File: src/rtl/chip_access_driver.sv
// Command-side driver for the Chip memory model: per-bank open-row tracking,
// sequential BL8 burst sequencing onto the per-bank arrays, and read-data return.
module chip_access_driver #(
  parameter int BGWIDTH       = 2,
  parameter int BANKGROUPS    = 2**BGWIDTH,
  parameter int BAWIDTH       = 2,
  parameter int BANKSPERGROUP = 2**BAWIDTH,
  parameter int COLWIDTH      = 10,
  parameter int DEVICE_WIDTH  = 4,
  parameter int CHWIDTH       = 5,
  parameter int RD_LAT        = 1
) (
  input  logic                    clk,
  input  logic                    rst,
  input  logic                    cmd_valid,
  output logic                    cmd_ready,
  input  logic [1:0]              cmd_op,
  input  logic [BGWIDTH-1:0]      cmd_bg,
  input  logic [BAWIDTH-1:0]      cmd_ba,
  input  logic [CHWIDTH-1:0]      cmd_row,
  input  logic [COLWIDTH-1:0]     cmd_col,
  output logic                    cmd_err,
  input  logic [DEVICE_WIDTH-1:0] wdata,
  input  logic                    wvalid,
  output logic                    wready,
  output logic [DEVICE_WIDTH-1:0] rdata,
  output logic                    rvalid,
  output logic                    rd_o_wr [BANKGROUPS][BANKSPERGROUP],
  output logic [DEVICE_WIDTH-1:0] dqin    [BANKGROUPS][BANKSPERGROUP],
  input  logic [DEVICE_WIDTH-1:0] dqout   [BANKGROUPS][BANKSPERGROUP],
  output logic [CHWIDTH-1:0]      row     [BANKGROUPS][BANKSPERGROUP],
  output logic [COLWIDTH-1:0]     column  [BANKGROUPS][BANKSPERGROUP]
);

  typedef enum logic [1:0] {S_IDLE, S_BURST, S_DRAIN} state_e;

  localparam logic [1:0] OP_ACT = 2'd0;
  localparam logic [1:0] OP_PRE = 2'd3;

  state_e                    state_q, state_d;
  logic [BGWIDTH-1:0]        bg_q, bg_d;
  logic [BAWIDTH-1:0]        ba_q, ba_d;
  logic [COLWIDTH-1:0]       col_q, col_d;
  logic                      wr_q, wr_d;
  logic [2:0]                k_q, k_d;
  logic [2:0]                rcnt_q, rcnt_d;
  logic                      err_q, err_d;
  logic [RD_LAT-1:0]         vld_line_q;
  logic                      rvalid_q;
  logic [DEVICE_WIDTH-1:0]   rdata_q;
  logic                      open_q     [BANKGROUPS][BANKSPERGROUP];
  logic [CHWIDTH-1:0]        open_row_q [BANKGROUPS][BANKSPERGROUP];
  logic [COLWIDTH-1:0]       column_q   [BANKGROUPS][BANKSPERGROUP];
  logic [DEVICE_WIDTH-1:0]   dqin_q     [BANKGROUPS][BANKSPERGROUP];
  logic                      tgt_open, act_ok, pre_acc, start, issue, wr_beat, advance;

  // Sequential BL8: the low three column bits wrap inside the 8-aligned block.
  function automatic logic [COLWIDTH-1:0] beat_col(input logic [COLWIDTH-1:0] col,
                                                   input logic [2:0] k);
    beat_col = {col[COLWIDTH-1:3], col[2:0] + k};
  endfunction

  always_comb begin
    state_d  = state_q;
    bg_d     = bg_q;
    ba_d     = ba_q;
    col_d    = col_q;
    wr_d     = wr_q;
    k_d      = k_q;
    err_d    = 1'b0;
    act_ok   = 1'b0;
    pre_acc  = 1'b0;
    start    = 1'b0;
    issue    = 1'b0;
    wr_beat  = 1'b0;
    advance  = 1'b0;
    tgt_open = open_q[cmd_bg][cmd_ba];
    case (state_q)
      S_IDLE: begin
        if (cmd_valid) begin
          if (cmd_op == OP_ACT) begin
            if (tgt_open) err_d = 1'b1;
            else          act_ok = 1'b1;
          end else if (cmd_op == OP_PRE) begin
            pre_acc = 1'b1;
          end else if (!tgt_open) begin
            err_d = 1'b1;
          end else begin
            start   = 1'b1;
            bg_d    = cmd_bg;
            ba_d    = cmd_ba;
            col_d   = cmd_col;
            wr_d    = cmd_op[1];
            k_d     = 3'd0;
            state_d = S_BURST;
          end
        end
      end
      S_BURST: begin
        issue   = !wr_q;
        wr_beat = wr_q && wvalid;
        advance = issue || wr_beat;
        if (advance) begin
          if (k_q == 3'd7) state_d = wr_q ? S_IDLE : S_DRAIN;
          else             k_d = k_q + 3'd1;
        end
      end
      S_DRAIN: begin
        if (rvalid_q && rcnt_q == 3'd7) state_d = S_IDLE;
      end
      default: state_d = S_IDLE;
    endcase
    if (start)         rcnt_d = 3'd0;
    else if (rvalid_q) rcnt_d = rcnt_q + 3'd1;
    else               rcnt_d = rcnt_q;
  end

  always_comb begin
    cmd_ready = (state_q == S_IDLE) && !rst;
    wready    = (state_q == S_BURST) && wr_q;
    cmd_err   = err_q;
    rvalid    = rvalid_q;
    rdata     = rdata_q;
    for (int g = 0; g < BANKGROUPS; g++) begin
      for (int b = 0; b < BANKSPERGROUP; b++) begin
        rd_o_wr[g][b] = wr_beat && (bg_q == BGWIDTH'(g)) && (ba_q == BAWIDTH'(b));
        dqin[g][b]    = rd_o_wr[g][b] ? wdata : dqin_q[g][b];
        row[g][b]     = open_row_q[g][b];
        column[g][b]  = column_q[g][b];
      end
    end
  end

  always_ff @(posedge clk) begin
    if (rst) begin
      state_q    <= S_IDLE;
      bg_q       <= '0;
      ba_q       <= '0;
      col_q      <= '0;
      wr_q       <= 1'b0;
      k_q        <= '0;
      rcnt_q     <= '0;
      err_q      <= 1'b0;
      vld_line_q <= '0;
      rvalid_q   <= 1'b0;
      rdata_q    <= '0;
      for (int g = 0; g < BANKGROUPS; g++) begin
        for (int b = 0; b < BANKSPERGROUP; b++) begin
          open_q[g][b]     <= 1'b0;
          open_row_q[g][b] <= '0;
          column_q[g][b]   <= '0;
          dqin_q[g][b]     <= '0;
        end
      end
    end else begin
      state_q <= state_d;
      bg_q    <= bg_d;
      ba_q    <= ba_d;
      col_q   <= col_d;
      wr_q    <= wr_d;
      k_q     <= k_d;
      rcnt_q  <= rcnt_d;
      err_q   <= err_d;
      // Read return: valid line matches Chip latency, then one register stage.
      for (int i = RD_LAT - 1; i > 0; i--) vld_line_q[i] <= vld_line_q[i-1];
      vld_line_q[0] <= issue;
      rvalid_q      <= vld_line_q[RD_LAT-1];
      if (vld_line_q[RD_LAT-1]) rdata_q <= dqout[bg_q][ba_q];
      if (act_ok) begin
        open_q[cmd_bg][cmd_ba]     <= 1'b1;
        open_row_q[cmd_bg][cmd_ba] <= cmd_row;
      end
      if (pre_acc) open_q[cmd_bg][cmd_ba] <= 1'b0;
      if (start)
        column_q[cmd_bg][cmd_ba] <= cmd_col;
      else if (advance && k_q != 3'd7)
        column_q[bg_q][ba_q] <= beat_col(col_q, k_q + 3'd1);
      if (wr_beat) dqin_q[bg_q][ba_q] <= wdata;
    end
  end

endmodule

File: config.mk
export PLATFORM = sky130hd
export DESIGN_NAME = chip_access_driver
export DESIGN_NICKNAME = d
export VERILOG_FILES = /design/src/rtl/chip_access_driver.sv
export SDC_FILE = /design/constraint.sdc
export NUM_CORES = 1
export LEC_CHECK = 0
export CORE_MARGIN = 5
export CORE_UTILIZATION = 44
export DETAILED_ROUTE_END_ITERATION = 8
export GPL_TIMING_DRIVEN = 0
export PLACE_DENSITY = 0.77
export SLEW_MARGIN = 20
export SYNTH_ARGS = -nofsm -noshare
export SYNTH_HDL_FRONTEND = slang
export SYNTH_SLANG_ARGS = --single-unit
File: constraint.sdc
create_clock -name clk -period 3.5 [get_ports clk]
set_clock_uncertainty 0.2 [all_clocks]
set_input_delay 1.05 -clock clk [delete_from_list [all_inputs] [get_ports clk]]
set_output_delay 1.05 -clock clk [all_outputs]
set_load 0.03 [all_outputs]
# ---- After elaboration in Yosys (flattened, before gate mapping)
# Memories as Yosys holds them, arrays and structs flattened.
# Cells that the tools add are included.
dict set report totals {
  regBits 30
  mem_bits_rw 320
  inputBits 93
  out_inout_bits 328
  word_cells 207
  mem_count 4
}
# name depth width read_ports rd_clocked_by_memory_dff wr line_no
set memory_table {}
lappend memory_table {column_q 4 40 4 0 4 53} ;# logic [COLWIDTH-1:0] column_q [BANKGROUPS][BANKSPERGROUP];
lappend memory_table {open_row_q 4 20 4 0 4 52} ;# logic [CHWIDTH-1:0] open_row_q [BANKGROUPS][BANKSPERGROUP];
lappend memory_table {dqin_q 4 16 4 0 4 54} ;# logic [DEVICE_WIDTH-1:0] dqin_q [BANKGROUPS][BANKSPERGROUP];
lappend memory_table {open_q 4 4 1 0 4 51} ;# logic open_q [BANKGROUPS][BANKSPERGROUP];
dict set report op_classes {
  add_sub_neg 3
  order_cmp 5
  n_eq_ne 20
  muxes 106
  bitwise 12
  reduce_logical 46
}
# cell count
set op_table {}
lappend op_table {{$mux 40} 6}
lappend op_table {{$mux 4} 23}
lappend op_table {{$mux 16} 5}
lappend op_table {{$reduce_or 40->1} 2}
lappend op_table {{$mux 20} 3}
lappend op_table {{$demux 10 s2} 2}
lappend op_table {{$mux 1} 37}
lappend op_table {{$bmux 16 s2} 1}
lappend op_table {{$logic_and 1x1->1} 27}
lappend op_table {{$mux 2} 13}
lappend op_table {{$mux 10} 2}
lappend op_table {{$reduce_or 20->1} 1}
lappend op_table {{$mux 3} 6}
lappend op_table {{$ne 2x2->1 const B} 8}
lappend op_table {{$reduce_or 16->1} 1}
lappend op_table {{$reduce_and 7->1} 2}
lappend op_table {{$eq 2x2->1 const B} 6}
lappend op_table {{$demux 5 s2} 1}
lappend op_table {{$ge 3x3->1 const B} 3}
lappend op_table {{$not 2->3} 3}
lappend op_table {{$bmux 4 s2} 1}
lappend op_table {{$demux 4 s2} 1}
lappend op_table {{$logic_not 2->1} 4}
lappend op_table {{$add 3x1->3 const B} 2}
lappend op_table {{19 further kinds} 32}

# ---- Depth between registers and ports, before layout
# Gate-level depths: netlist of run 1.
dict set report logic_depth {
  ltp_word 15
  mapped_depth 9
  depth_no_buf 8
}

# ---- Worst setup path after synthesis of run 1
# No wires, ideal clock.
dict set report synth_timing {
  path_type {input to output}
  startpoint {input wvalid}
  endpoint {output dqin[27] in the netlist's numbering}
  arrival_ps 2284
  required_ps 2250
  path_slack_ps -34
  path_stages 5
  n_path_buf 0
  cell_sequence {nand2_1 -> nor3_1 -> nand2_1 -> inv_2 -> mux2_2}
}
# item line_no
set synth_lines {}
lappend synth_lines {{start, declared} 24} ;# input logic wvalid,
lappend synth_lines {{end, declared} 29} ;# output logic [DEVICE_WIDTH-1:0] dqin [BANKGROUPS][BANKSPERGROUP],

==> run metrics, run 1 <==
status=completed; most frequent cells after synthesis=nor2_1 (329), edfxtp_1 (320), nand2_1 (98), mux2_2 (65), clkbuf_1 (54); # setup viols final=0; maxcap violations=0; asr flop ratio synth=0%; worst hold path type=flip-flop to flip-flop; Post-Syn Area=15300 µm²; largest cells by area after synthesis=edfxtp_1 (63%), nor2_1 (8.1%), mux2_2 (4.8%); Post-synth EDFFs=320; Main synth FF type=edfxtp_1; Netlist cell types=56; Worst-Margin Slew=0.938 ns; TritonCTS Sinks=350; crit share post-route=99.9%; Worst Setup Start Kind=input pin; Post-DRT Antenna Nets=0; Worst Path Max Fanout=8; Fillers=2635; dominant cell type by area after synthesis=edfxtp_1; Crit Path Class=input pin to output pin; Pleak=8.31 nW; initial antenna violation count=4; Largest stage delay, worst path=0.31 ns; core area=34500 µm²; Wirelength per Cell=23.2 µm; worst vdd ir=0.000309 V; RSZ-0062 raised after global routing=true; critical path required time=2.25 ns; Slew Viols, Final=0; syn nets=1332; initial DRC count=1164; CTS Buf Count=37; Setup Slack @ Placement=-1.37 ns; DR pass1 iterations=6; GRT overflow=0; first-pass GRT wire length=74200 µm; Synth top area share=62.7%; Max Clk Rate=roughly 0.29 GHz; worst-path cell chain=buf_4 -> nand2_4 -> nor3_4 -> buf_12 -> buf_8 -> nand2_8 -> mux2_4 -> buf_2; post-synthesis sequential element count=350; final hold violation count=0; final setup margin=0.00197 ns; num rows=between 60 and 70; die area=between 30000 and 40000 µm²; worst path bufs/invs=4; clock network latency to the later pin of the worst-skew pair=0.53 ns; delay-heaviest family, CP=buffers and inverters; largest net degree at the start of global routing=16; Worst slew margin=37.5%; chip width=197 µm; Final min period=3.50 ns; Vias per Instance=5.59; Syn Area/Cell=12.5 µm²; number of port buffers=417; H-tree depth=2; count leader, synth=nor2_1; RD Place Congestion=0.938; layout cells sized above 1=about a fifth; Clock transition at path regs=0.06 ns; crit path capture type=output pin; Cells after Synth=1231; GRT Total Usage=between 20% and 30%; clock buffer depth=3; hold slack=0.273 ns; Starting Density=44.5%; via count=~12000; Pwr Density=464 nW/µm²; # hold bufs at CTS=0; clock root cell=clkbuf_16; # IOs=421; Worst EP arrival=2.25 ns; die height=a little under 200 µm; vias in the first global route=12100; HPWL after DPL=36900 µm; Post-Route WL=51000 µm; critical path's slowest cell=mux2_4; P&R area growth vs syn=44.1%; Yosys warning count=0; sequential element share of the synthesized area=66.6%; NumNets Final=1818; CTS tree=yes; number of remaining DRC errors=0
## cell families (layout without fill, tap and decap cells)
logic type,count (synthesis),after routing,synth area share (%)
adders and majority gates,8,8,0.702
buffers and inverters,107,616,3.09
AOI/OAI and AO/OA,134,134,5.79
xor gates and xnor gates,3,3,0.171
muxes,106,106,8.75
DFF,350,350,66.6
and+or+nand+nor,523,526,14.9
other,0,2,0
## metal layers
metal | up-vias | part of all wire [%] | GRT usage, % | wire length (µm)
met2 | 851 | 50 | 43.0 | 25600
met5 | - | 0.049 | 0 | 25
li1 | 5401 | - | - | -
met3 | 133 | 10 | 5.20 | 5150
met1 | 5906 | 36 | 31.7 | 18500
met4 | 4 | 3.5 | 8.24 | 1770
## layout make-up
cell class / count / area, µm² / area share, %
clock buffer: 44 / 995 / 4.50
antenna: 2 / 5.00 / 0.0227
clock inverter: 21 / 258 / 1.17
inverter: 23 / 93.8 / 0.425
multi-input combinational: 777 / 5310 / 24.1
tap: 455 / 569 / 2.58
timing repair buffer: 447 / 4200 / 19.0
buffer: 81 / 435 / 1.97
sequential: 350 / 10200 / 46.3
## power breakdown
group | switching, W | total (W) | internal, W
Clock | 0.00161 | 0.00409 | 0.00247
Combinational | 0.000869 | 0.00137 | 0.000504
Sequential | 0.0000733 | 0.00480 | 0.00473
## cell usage in the layout (no fill, tap or decap), types with 13 or more instances in the layout
master and count:
clkdlybuf4s50_1 330, nor2_1 326, edfxtp_1 320, nand2_1 81
buf_2 63, clkbuf_1 46, clkbuf_16 39, mux2_2 38
a31oi_1 38, and3_1 37, buf_4 29, mux2_4 27
mux2i_1 25, dfxtp_1 25, buf_6 23, inv_1 19
o21ai_1 18, a31o_2 16, mux4_2 16, nor2_4 14
nand2_4 13, a21oi_4 13
## repair_timing
action	in CTS	in global routing
cloned	0	3
pin swaps	4	5
setup endpoints to repair	498	323
resized for setup	450	152
setup buffers	6	21
## state kept, by name (all words and copies together) (netlist names)
name,cells
column_q,160
open_row_q,80
dqin_q,64
open_q,16
col_q,10
rdata,4
k_q,3
rcnt_q,3
ba_q,2
bg_q,2
state_q,2
cmd_err,1
rvalid,1
vld_line_q,1
wr_q,1
## final timing paths
check | endpoint | from | slack (ns) | cells past startpoint
setup reg to reg | column_q[0][12] | k_q[0] | 0.43 | 9
hold / removal | col_q[0] | col_q[0] | 0.27 | 2
setup / recovery | dqin[57] | wvalid | 0.002 | 8
hold reg to reg | col_q[0] | col_q[0] | 0.27 | 2
## metrics by stage
step	total power [W]	std cells	area [µm²]	util, %	TNS, ns
floorplan	0.00557	1231	15300	-	-1.31
global placement	0.00617	2103	20100	58.3	-485.02
detailed placement	0.00619	2106	20100	58.3	-488.09
finish	0.0103	2200	22100	64.1	0
CTS	0.0102	2174	21800	63.1	0
global route	0.0105	2200	22100	64.1	-0.454
## worst min-delay path, stage by stage (launching register included)
cell,delay [ns]
dfxtp_1,0.32
nand2_1,0.05
mux2i_1,0.06
Note: power is estimated with default switching activity, not from simulation.
==> inputs of run 2 (changes only) <==
--- a/config.mk
+++ b/config.mk
@@ -5,11 +5,12 @@
 export SDC_FILE = /design/constraint.sdc
 export NUM_CORES = 1
 export LEC_CHECK = 0
+export CAP_MARGIN = 40
 export CORE_MARGIN = 5
-export CORE_UTILIZATION = 44
+export CORE_UTILIZATION = 49
 export DETAILED_ROUTE_END_ITERATION = 8
 export GPL_TIMING_DRIVEN = 0
-export PLACE_DENSITY = 0.77
+export PLACE_DENSITY = 0.81
 export SLEW_MARGIN = 20
 export SYNTH_ARGS = -nofsm -noshare
 export SYNTH_HDL_FRONTEND = slang
==> constraint.sdc (replaced) <==
create_clock -name clk -period 3.8 [get_ports clk]
set_clock_uncertainty 0.2 [all_clocks]
set_input_delay 1.14 -clock clk [delete_from_list [all_inputs] [get_ports clk]]
set_output_delay 1.14 -clock clk [all_outputs]
set_load 0.03 [all_outputs]
==> run 2 against run 1 <==
  * Cell count is 3.0% lower
  * Total power down 9.1%
  * Design area fell by 2.3%
  * First-iteration DRC count fell by 3.8%
  * Critical endpoint is now dqin[14]
  * Highest routed layer unchanged
==> run metrics, run 2 (synthesis gave the netlist of run 1 again) <==
commonest non-fill, non-tap cells in the layout=clkdlybuf4s50_1 (330), nor2_1 (326), edfxtp_1 (320); Worst Path Max Fanout=10; Setup TNS=0 ns; end of the worst register-to-register path=column_q[1][38]; Pwr Density=432 nW/µm²; Wirelength per Cell=23.9 µm; Worst EP arrival=2.44 ns; vias in the first global route=roughly 13000; # setup viols final=0; Clk pwr share=between 30 and 40%; Slew Viols, Final=0; Starting Density=approximately half; Hold Crit Depth=2; worst vdd ir=0.000274 V; worst-path cell chain=dlygate4sd2_1 -> clkbuf_2 -> mux2_2 -> clkdlybuf4s15_2; # hold bufs at CTS=0; internal power=0.00698 W; NumNets Final=between 1500 and 2000; RD Place Congestion=slightly above 0.9; GRT overflow=0; CTS tree=yes; maxcap violations=0; chip width=187 µm; largest net degree at the start of global routing=15; H-tree depth=2; Largest register FFs=160; Biggest register=column_q; initial antenna violation count=3; num rows=64; die height=187 µm; FF-to-FF path depth=10; flop-to-flop setup slack=0.51 ns; number of port buffers=417; Largest regs=column_q: 160 flops, open_row_q: 80 flops, dqin_q: 64 flops; via count=approximately 12000; Max Clk Rate=0.264 GHz; most common cell after layout, fill and taps aside=clkdlybuf4s50_1; Crit Path Class=input pin to output pin; clock network latency to the later pin of the worst-skew pair=~0.53 ns; TritonCTS Sinks=between 300 and 400; # IOs=421; RSZ-0062 raised after global routing=true; Sequential Power Share=47.4%; Vias per Instance=between 5 and 6; Switching Power=0.00234 W; Worst Setup Start Kind=input pin; clock root cell=clkbuf_16; worst hold start=col_q[0]; layout cells sized above 1=19.4%; WHS Endpoint=col_q[0]; DR pass1 iterations=8; Worst slew margin=44.0%; Reg2Reg Launch Point=k_q[0]; crit path capture type=output pin; crit share post-route=99.6%; Largest stage delay, worst path=0.44 ns; Worst-Margin Slew=0.839 ns; GRT Total Usage=28.0%; first-pass GRT wire length=between 70000 and 80000 µm; initial DRC count=approximately 1100; Post-Route WL=50900 µm; HPWL after DPL=37600 µm; Post-DRT Antenna Nets=0; critical path's slowest cell=dlygate4sd2_1; core area=30700 µm²; Fillers=2150; critical path required time=2.46 ns; Cell Count, Final, Fillers Out=approximately 2100; Clock transition at path regs=0.06 ns; worst hold path type=flip-flop to flip-flop; Final min period=approximately 3.8 ns; Pleak=between 8 and 9 nW; hold slack=between 0.2 and 0.3 ns; status=completed; P&R area growth vs syn=40.8%; clock buffer depth=3; Gate power share=between 10% and 20%; die area=about 35000 µm²; final hold violation count=0; CTS Buf Count=37; Cells after DPL=2061; number of remaining DRC errors=0; Sw Share=25.1%
run 2: cell count changes in the layout (fill, tap and decap cells not counted), moves of 5 or more:
cell	before	now
o21ai_0	0	9
a21oi_4	13	1
o21ai_1	18	9
clkdlybuf4s15_2	4	11
a21oi_1	11	19
nand2_8	7	1
buf_6	23	6
buf_2	63	68
dlygate4sd2_1	11	19
run 2: worst max path at each step:
| stage | start | endpoint | slack (ns) | depth (start not counted) |
|---|---|---|---|---|
| 5_1_grt | cmd_op[1] | column_q[2][14] | -0.02 | 9 |
| 6_report | wdata[2] | dqin[14] | 0.02 | 4 |
| 3_5_place_dp | wvalid | dqin[27] | -1.26 | 7 |
| 3_3_place_gp | wvalid | dqin[27] | -1.22 | 7 |
| 2_1_floorplan | wvalid | dqin[27] | 0.09 | 5 |
| 4_1_cts | cmd_bg[1] | column_q[2][22] | -0.01 | 8 |
run 2: final cells by class:
class	instances	area (µm²)	area share (%)
Tap cell	396	495	2.29
Antenna cell	1	2.50	0.0116
Timing Repair Buffer	442	4140	19.2
Inverter	23	88.8	0.411
Clock buffer	43	970	4.49
Buffer	82	414	1.92
Clock inverter	22	240	1.11
Multi-Input combinational cell	774	5030	23.3
Sequential cell	350	10200	47.3
run 2: what timing repair did:
action,in CTS,in global routing
buffers inserted,5,1
endpoints found under the setup margin,335,122
pin swaps,4,2
resized for setup,410,39
run 2: routing by layer:
metal  vias to the layer above  share of wire, %  track usage (%)
met5                         -             0.051                0
li1                       5379                 -                -
met4                         4               4.5             10.8
met1                      5925                36             34.6
met3                       155                10             6.89
met2                       899                49             47.9
run 2: power by group through the flow:
stage | Clock, W | Combinational (W) | Sequential, W
2_1_floorplan | 0 | 0.000410 | 0.00472
3_3_place_gp | 0 | 0.00118 | 0.00450
3_5_place_dp | 0 | 0.00122 | 0.00450
4_1_cts | 0.00367 | 0.00123 | 0.00442
5_1_grt | 0.00384 | 0.00130 | 0.00443
6_report | 0.00366 | 0.00125 | 0.00442
run 2: per-stage QoR:
step	instance area (µm²)	setup slack (ns)	util (%)	total power (W)
after global routing	21600	-0.0161	70.2	0.00956
after floorplan	15300	0.0856	-	0.00513
after global placement	20000	-1.22	65.1	0.00568
after detailed placement	20100	-1.26	65.5	0.00572
after CTS	21500	-0.0103	69.9	0.00931
final	21600	0.0157	70.2	0.00932
run 2: critical path, delay by kind of cell:
| family | cells | cell delay (ns) |
|---|---|---|
| buffers and inverters | 3 | 1.08 |
| muxes | 1 | 0.22 |
